[src/rtl/apb_fifo_sequencer.sv]
// APB-side sequencer for the AHB-to-APB bridge.
// Pops {write, addr, wdata} entries from the async FIFO read port and runs
// each one through APB SETUP/ACCESS, honouring Pready wait states.
// Optional build macro: APB_TIMEOUT_EN aborts an ACCESS phase that has
// waited TIMEOUT_CYC cycles and sets the sticky timeout_err flag.
//
// state  | meaning
// IDLE   | no transfer in flight, Psel low
// SETUP  | Psel high, Penable low, address/data presented
// ACCESS | Psel and Penable high, waiting for Pready
`timescale 1ns/1ps

module apb_fifo_sequencer #(
  parameter int ADDR_W      = 32,
  parameter int DATA_W      = 32,
  parameter int CNT_W       = 16,
  parameter int TIMEOUT_CYC = 16
) (
  input  logic                     rclk,
  input  logic                     rrst,
  input  logic                     sched_en,
  input  logic                     rempty,
  input  logic [ADDR_W+DATA_W:0]   rdata_temp,
  output logic                     rinc,
  output logic                     Psel,
  output logic                     Penable,
  output logic                     Pwrite,
  output logic [ADDR_W-1:0]        Paddr,
  output logic [DATA_W-1:0]        Pdata,
  input  logic                     Pready,
  input  logic [DATA_W-1:0]        Prdata,
  output logic                     rsp_valid,
  output logic [DATA_W-1:0]        rsp_data,
  output logic [CNT_W-1:0]         xfer_cnt,
  output logic                     busy,
  output logic                     timeout_err
);

  typedef enum logic [1:0] {IDLE, SETUP, ACCESS} state_t;

  state_t              state_q, state_d;
  logic                pwrite_q, pwrite_d;
  logic [ADDR_W-1:0]   paddr_q, paddr_d;
  logic [DATA_W-1:0]   pdata_q, pdata_d;
  logic                rsp_valid_q, rsp_valid_d;
  logic [DATA_W-1:0]   rsp_data_q, rsp_data_d;
  logic [CNT_W-1:0]    xfer_cnt_q, xfer_cnt_d;
  logic                pop, done, abort;

`ifdef APB_TIMEOUT_EN
  localparam int WAIT_W = $clog2(TIMEOUT_CYC + 1);

  logic [WAIT_W-1:0] wait_cnt_q, wait_cnt_d;
  logic              timeout_err_q, timeout_err_d;

  // Wait counter restarts in SETUP so every ACCESS phase gets a fresh budget.
  always_comb begin
    wait_cnt_d    = wait_cnt_q;
    abort         = 1'b0;
    if (state_q == SETUP) begin
      wait_cnt_d = '0;
    end else if (state_q == ACCESS && !Pready) begin
      wait_cnt_d = wait_cnt_q + WAIT_W'(1);
      abort      = (wait_cnt_q == WAIT_W'(TIMEOUT_CYC - 1));
    end
    timeout_err_d = timeout_err_q | abort;
  end

  // Timeout bookkeeping registers.
  always_ff @(posedge rclk or posedge rrst) begin
    if (rrst) begin
      wait_cnt_q    <= '0;
      timeout_err_q <= 1'b0;
    end else begin
      wait_cnt_q    <= wait_cnt_d;
      timeout_err_q <= timeout_err_d;
    end
  end

  assign timeout_err = timeout_err_q;
`else
  assign abort       = 1'b0;
  assign timeout_err = 1'b0;
`endif

  // Next-state and pop decision; a completing ACCESS may chain straight into SETUP.
  always_comb begin
    state_d = state_q;
    pop     = 1'b0;
    done    = 1'b0;
    case (state_q)
      IDLE: begin
        if (sched_en && !rempty) begin
          pop     = 1'b1;
          state_d = SETUP;
        end
      end
      SETUP: state_d = ACCESS;
      ACCESS: begin
        if (Pready) begin
          done = 1'b1;
          if (sched_en && !rempty) begin
            pop     = 1'b1;
            state_d = SETUP;
          end else begin
            state_d = IDLE;
          end
        end else if (abort) begin
          state_d = IDLE;
        end
      end
      default: state_d = IDLE;
    endcase
  end

  // Datapath: latch the FIFO head on pop, capture read data and count completions.
  always_comb begin
    pwrite_d    = pwrite_q;
    paddr_d     = paddr_q;
    pdata_d     = pdata_q;
    rsp_data_d  = rsp_data_q;
    rsp_valid_d = 1'b0;
    xfer_cnt_d  = xfer_cnt_q;
    if (pop) begin
      pwrite_d = rdata_temp[ADDR_W+DATA_W];
      paddr_d  = rdata_temp[ADDR_W+DATA_W-1:DATA_W];
      pdata_d  = rdata_temp[DATA_W-1:0];
    end
    if (done) begin
      xfer_cnt_d = xfer_cnt_q + CNT_W'(1);
      if (!pwrite_q) begin
        rsp_data_d  = Prdata;
        rsp_valid_d = 1'b1;
      end
    end
  end

  // State and datapath registers.
  always_ff @(posedge rclk or posedge rrst) begin
    if (rrst) begin
      state_q     <= IDLE;
      pwrite_q    <= 1'b0;
      paddr_q     <= '0;
      pdata_q     <= '0;
      rsp_valid_q <= 1'b0;
      rsp_data_q  <= '0;
      xfer_cnt_q  <= '0;
    end else begin
      state_q     <= state_d;
      pwrite_q    <= pwrite_d;
      paddr_q     <= paddr_d;
      pdata_q     <= pdata_d;
      rsp_valid_q <= rsp_valid_d;
      rsp_data_q  <= rsp_data_d;
      xfer_cnt_q  <= xfer_cnt_d;
    end
  end

  // The pop strobe is suppressed while reset is held so no entry is lost then.
  assign rinc      = pop & ~rrst;
  assign Psel      = (state_q != IDLE);
  assign Penable   = (state_q == ACCESS);
  assign busy      = (state_q != IDLE);
  assign Pwrite    = pwrite_q;
  assign Paddr     = paddr_q;
  assign Pdata     = pdata_q;
  assign rsp_valid = rsp_valid_q;
  assign rsp_data  = rsp_data_q;
  assign xfer_cnt  = xfer_cnt_q;

endmodule

[config.mk]
export PLATFORM = sky130hd
export DESIGN_NAME = apb_fifo_sequencer
export DESIGN_NICKNAME = d
export VERILOG_FILES = /design/src/rtl/apb_fifo_sequencer.sv
export SDC_FILE = /design/constraint.sdc
export NUM_CORES = 1
export LEC_CHECK = 0
export CORE_MARGIN = 5
export CORE_UTILIZATION = 40
export DETAILED_ROUTE_END_ITERATION = 16
export PLACE_DENSITY = 0.88
export SYNTH_ARGS = -nofsm -noshare
export SYNTH_HDL_FRONTEND = slang
export SYNTH_SLANG_ARGS = --single-unit
[constraint.sdc]
create_clock -name rclk -period 7 [get_ports rclk]
set_input_delay 1.4 -clock rclk [delete_from_list [all_inputs] [get_ports rclk]]
set_output_delay 1.4 -clock rclk [all_outputs]
set_load 0.01 [all_outputs]
; Yosys cells after proc, flatten, opt, wreduce, memory -nomap -nowiden
; Index checks and enable logic that the tools add are counted.
[totals]
register_bits = 116
output_inout_bits = 119
[op_classes]
add_sub_neg = 1
n_eq_ne = 4
muxes = 11
n_bitwise = 3
reduce_logical = 6
[op_table]
columns = operator, n
row1 = $add 16x1->16 const B, 1
row2 = $mux 1, 7
row3 = $pmux 2 s3, 1
row4 = $mux 2, 2
row5 = $reduce_and 2->1, 2
row6 = $eq 2x1->1 const B, 1
row7 = $eq 2x2->1 const B, 1
row8 = $logic_not 2->1, 1
row9 = $ne 2x1->1 const B, 1
row10 = $ne 2x2->1 const B, 1
row11 = $not 1->1, 2
row12 = $pmux 1 s2, 1
row13 = $reduce_bool 2->1, 1
row14 = $and 1x1->1, 1
row15 = $logic_and 1x1->1, 1
row16 = $logic_not 1->1, 1

; Logic depth before layout (Yosys ltp)
[depth]
word_depth = 6
ltp_mapped = 5
depth_no_buf = 4

; Worst setup path after synthesis
; No wires, ideal clock.
[synth_path]
path_type = input port to output port
start = input rempty
end = output rinc
arrival_ns = 2.052
required_ns = 5.600
setup_slack_ns = 3.548
stages = 5
path_buffers = 2
path_cell_list = nor2_1 -> nand3_2 -> buf_6 -> buf_6 -> nor2_1
[synth_between]
elab_chain_len = 6
[synth_rtl]
columns = element, line_no
row1 = start: declaration, 22  ; input logic rempty,
row2 = $logic_not 1->1 (*), "93, 102"
row3 = $logic_and 1x1->1 (*), "93, 102"
row4 = $mux 1 (*), "93, 102"
row5 = $mux 1, 100  ; if (Pready) begin
row6 = $pmux 1 s2 (*), 91  ; case (state_q)
row7 = $and 1x1->1 (*), 160  ; assign rinc = pop & ~rrst;
row8 = end: declaration, 24  ; output logic rinc,
; Every way passes the cells marked *; elsewhere a longest branch is shown, timed or not.

; Worst setup path in the final report
[layout_path]
start = input Pready
end = output rinc
[layout_between]
elab_chain_len = 3
[layout_rtl]
columns = element, line_no
row1 = start: declaration, 30  ; input logic Pready,
row2 = $mux 1, 100
row3 = $pmux 1 s2, 91
row4 = $and 1x1->1, 160
; No other way between the ends.

==> impl_metrics.csv <==
group,metric,value,unit
cells_and_area,layout.cells.non_filler,663,
timing,hold_viol,0,
synth,yosysWarnings,0,
timing,worst_pin_slew,0.9450,ns
grt,grt_first_pass_wirelength,17.96,mm
clock_tree,cts_tree,"built",
worst_setup_path,critPathLaunch,"Pready",
worst_setup_path,cp_slowest_cell,"clkdlybuf4s50_1",
routing,ant_nets,0,
synth,postSynth.asyncResetShare,1.000,
placed_design,place.port_buffers,219,
placed_design,gp_congestion,0.7142,
cells_and_area,final_nets,610,
synth,synthCells,281,
routing,viasPerCell,4.716,
clock_tree,cts_made_buffers,17,
synth,syn_avg_cell_area,16.25,um2
placed_design,dp_hpwl,8.769,mm
pwr,power.density,344.4,mW/mm2
die,coreArea,0.01132,mm2
worst_setup_path,critPathLaunchType,"input port",
routing,avgRoutedWirePerCell,17.55,um
worst_setup_path,crit_buf_inv,2,
worst_setup_path,crit_cells,5,
synth,synthesis.nets,384,
timing,setup_viol,0,
clock_tree,cts_resized,0,
synth,syn_area,0.004566,mm2
timing,skew,0.006964,ns
grt,antenna_found_initial,0,
routing,finalWirelength,11.63,mm
cells_and_area,drive_gt1_frac,0.2423,
worst_setup_path,crit_type,"input port to output port",
worst_setup_path,ff2ff_path_depth,4,
pwr,power.leakage,0.003156,uW
die,dieArea,0.01365,mm2
worst_setup_path,slowest_delay,0.56,ns
cells_and_area,seqCellArea,0.002903,mm2
routing,vias,3127,
synth,yosys-top-cells-area,"dfrtp_1, mux2_2, mux2_4",
cells_and_area,area_growth_syn_to_layout,61.58,%
min_path,hold_class,"flop to flop",
worst_setup_path,cp.required,5.60,ns
synth,synth_common_cells,"dfrtp_1, mux2_2, mux2_4",
timing,drv_slew,0,
timing,fin_crit,4.283,ns
synth,ys_seq_elements,116,
outcome,status,"completed",
worst_setup_path,r2r_end,"Paddr[29]$_DFFE_PP0P_",
synth,synth_edf_count,0,
worst_setup_path,ff2ff_setup_slack,5.02,ns
timing,finalCritPeriodShare,0.6119,
grt,gr-usage-all-layers,0.1749,
synth,ys_seq_area_frac,0.6358,
worst_setup_path,arrival,2.88,ns
cells_and_area,multi_input_area,0.001530,mm2
worst_setup_path,crit_end,"rinc",
worst_setup_path,crit_chain,"clkdlybuf4s50_1, nand2b_1, nand3_4, nor2_1, clkdlybuf4s50_1",
timing,setup_ws,2.717,ns
worst_setup_path,r2r-start,"state_q[0]$_DFFE_PP0P_",
die,row_count,39,
placed_design,pre_cts_ws,2.724,ns
die,die_y,116.8,um
worst_setup_path,path_max_fanout,5,
die,io_pins,221,
clock_tree,h-tree-depth,4,
cells_and_area,n_fill_cell,843,
routing,drc,0,
clock_tree,max-clock-path-buffers,2,
grt,grt_pass1_vias,3501,
clock_tree,ctsHoldBuffers,0,
routing,drt_iter0_markers,122,
clock_tree,postCtsSetupRepairBufs,0,
timing,fmax,233.5,MHz
grt,grt.overflow.total,0,
run,maxCapViolCount,0,
synth,synth_top_area_frac,0.6358,
clock_tree,clockRootBuffer,"clkbuf_16",
synth,yosysMostFrequentCell,"dfrtp_1",
die,die_w,116.8,um
timing,relSlewSlack,0.3700,
clock_tree,clock_latency,0.40,ns
worst_setup_path,cpMostUsedCell,"clkdlybuf4s50_1",
worst_setup_path,end_kind,"output port",
die,initial_core_util,0.4033,
cells_and_area,utilization,0.6516,
grt,grt_max_degree,72,
clock_tree,clkTransAtPathRegs,0.04,ns
timing,fin_tns_setup,0,ns
pwr,vdd_drop_max,0.1977,mV
clock_tree,cts_num_sinks,116,
synth,yosysUniqueCellTypes,28,
placed_design,dp.cells,631,
synth,synthFlopType,"dfrtp_1",
synth,synth_top_area_cell,"dfrtp_1",
worst_setup_path,crit_family,"buffers and inverters",
timing,rsz0062_at_grt,"false",
cells_and_area,antenna_cells,0,
routing,dr.pass1.iters,4,
timing,hold_ws,0.4890,ns
## metrics by stage
stage	total power [uW]	cell area (um2)
floorplan	1280	4566
global placement	1760	6840
detailed placement	1793	6840
CTS	2576	7377
global route	2669	7377
finish	2541	7377
## state kept, by name (all words and copies together) (netlist names)
| signal | count |
|---|---|
| Paddr | 32 |
| Pdata | 32 |
| rsp_data | 32 |
| xfer_cnt | 16 |
| state_q | 2 |
| Pwrite | 1 |
| rsp_valid | 1 |
## kinds of logic after synthesis
logic type | share of synthesized area
XOR/XNOR | 0.02878
adder cells (fa/ha/maj) | 0.002740
buffers and inverters | 0.03069
flip-flops | 0.6358
multiplexers | 0.2606
other | 0.0008214
AND/OR/NAND/NOR | 0.04056
## routing by layer
metal  share of wire  up-vias  track usage
met5               0        -            0
met4           0.025        0      0.07722
met3           0.088       22      0.07147
met2            0.53      129       0.3041
met1            0.35     1559       0.1866
li1                -     1417            -
## cell usage in the layout, fill, tap and decap left out
cell / instances
and3_1: 1
mux2_1: 8
xnor2_1: 14
nor2_1: 4
clkbuf_16: 17
nand3_1: 9
nor2_4: 1
inv_4: 1
conb_1: 1
clkbuf_8: 5
ha_1: 1
mux2_4: 20
nor2b_4: 1
clkdlybuf4s50_1: 219
and2_1: 1
nand2_1: 4
nand2_2: 1
and4b_1: 1
buf_4: 2
dfrtp_1: 116
mux2_2: 71
nand3_4: 1
or2_2: 1
clkbuf_1: 6
and4_1: 1
nor4_2: 1
nand2b_1: 1
xor2_1: 1
clkinv_2: 4
nand4_1: 2
inv_1: 4
## worst min-delay path by stage
| stage | from | to | slack (ns) | cells after the start |
|---|---|---|---|---|
| 2_1_floorplan | xfer_cnt[15]$_DFFE_PP0P_ | xfer_cnt[15]$_DFFE_PP0P_ | 0.51 | 1 |
| 3_3_place_gp | xfer_cnt[15]$_DFFE_PP0P_ | xfer_cnt[15]$_DFFE_PP0P_ | 0.47 | 1 |
| 3_5_place_dp | xfer_cnt[15]$_DFFE_PP0P_ | xfer_cnt[15]$_DFFE_PP0P_ | 0.48 | 1 |
| 4_1_cts | xfer_cnt[15]$_DFFE_PP0P_ | xfer_cnt[15]$_DFFE_PP0P_ | 0.49 | 1 |
| 5_1_grt | xfer_cnt[15]$_DFFE_PP0P_ | xfer_cnt[15]$_DFFE_PP0P_ | 0.51 | 1 |
| 6_report | xfer_cnt[15]$_DFFE_PP0P_ | xfer_cnt[15]$_DFFE_PP0P_ | 0.49 | 1 |
## report_power, final
part | switching [uW] | internal (uW)
clock | 273 | 496
sequential | 110 | 860
combinational | 278 | 523
total | 661 | 1880
## final cells by class
type                    count  area share
well taps                 143     0.02425
clock buffers              28     0.07005
inverters                   5    0.002883
clock inverters             4    0.002714
multi-input cells         146      0.2074
flip-flops and latches    116      0.3935
repair buffers            221      0.2992
## worst reg2reg max path: cells and delay by family (launching register included)
kind	cells	cell delay (ns)
buffers and inverters	1	0.71
muxes	1	0.49
DFF	1	0.44
and+or+nand+nor	2	0.22
No activity file was read; power rests on OpenSTA's default activity.
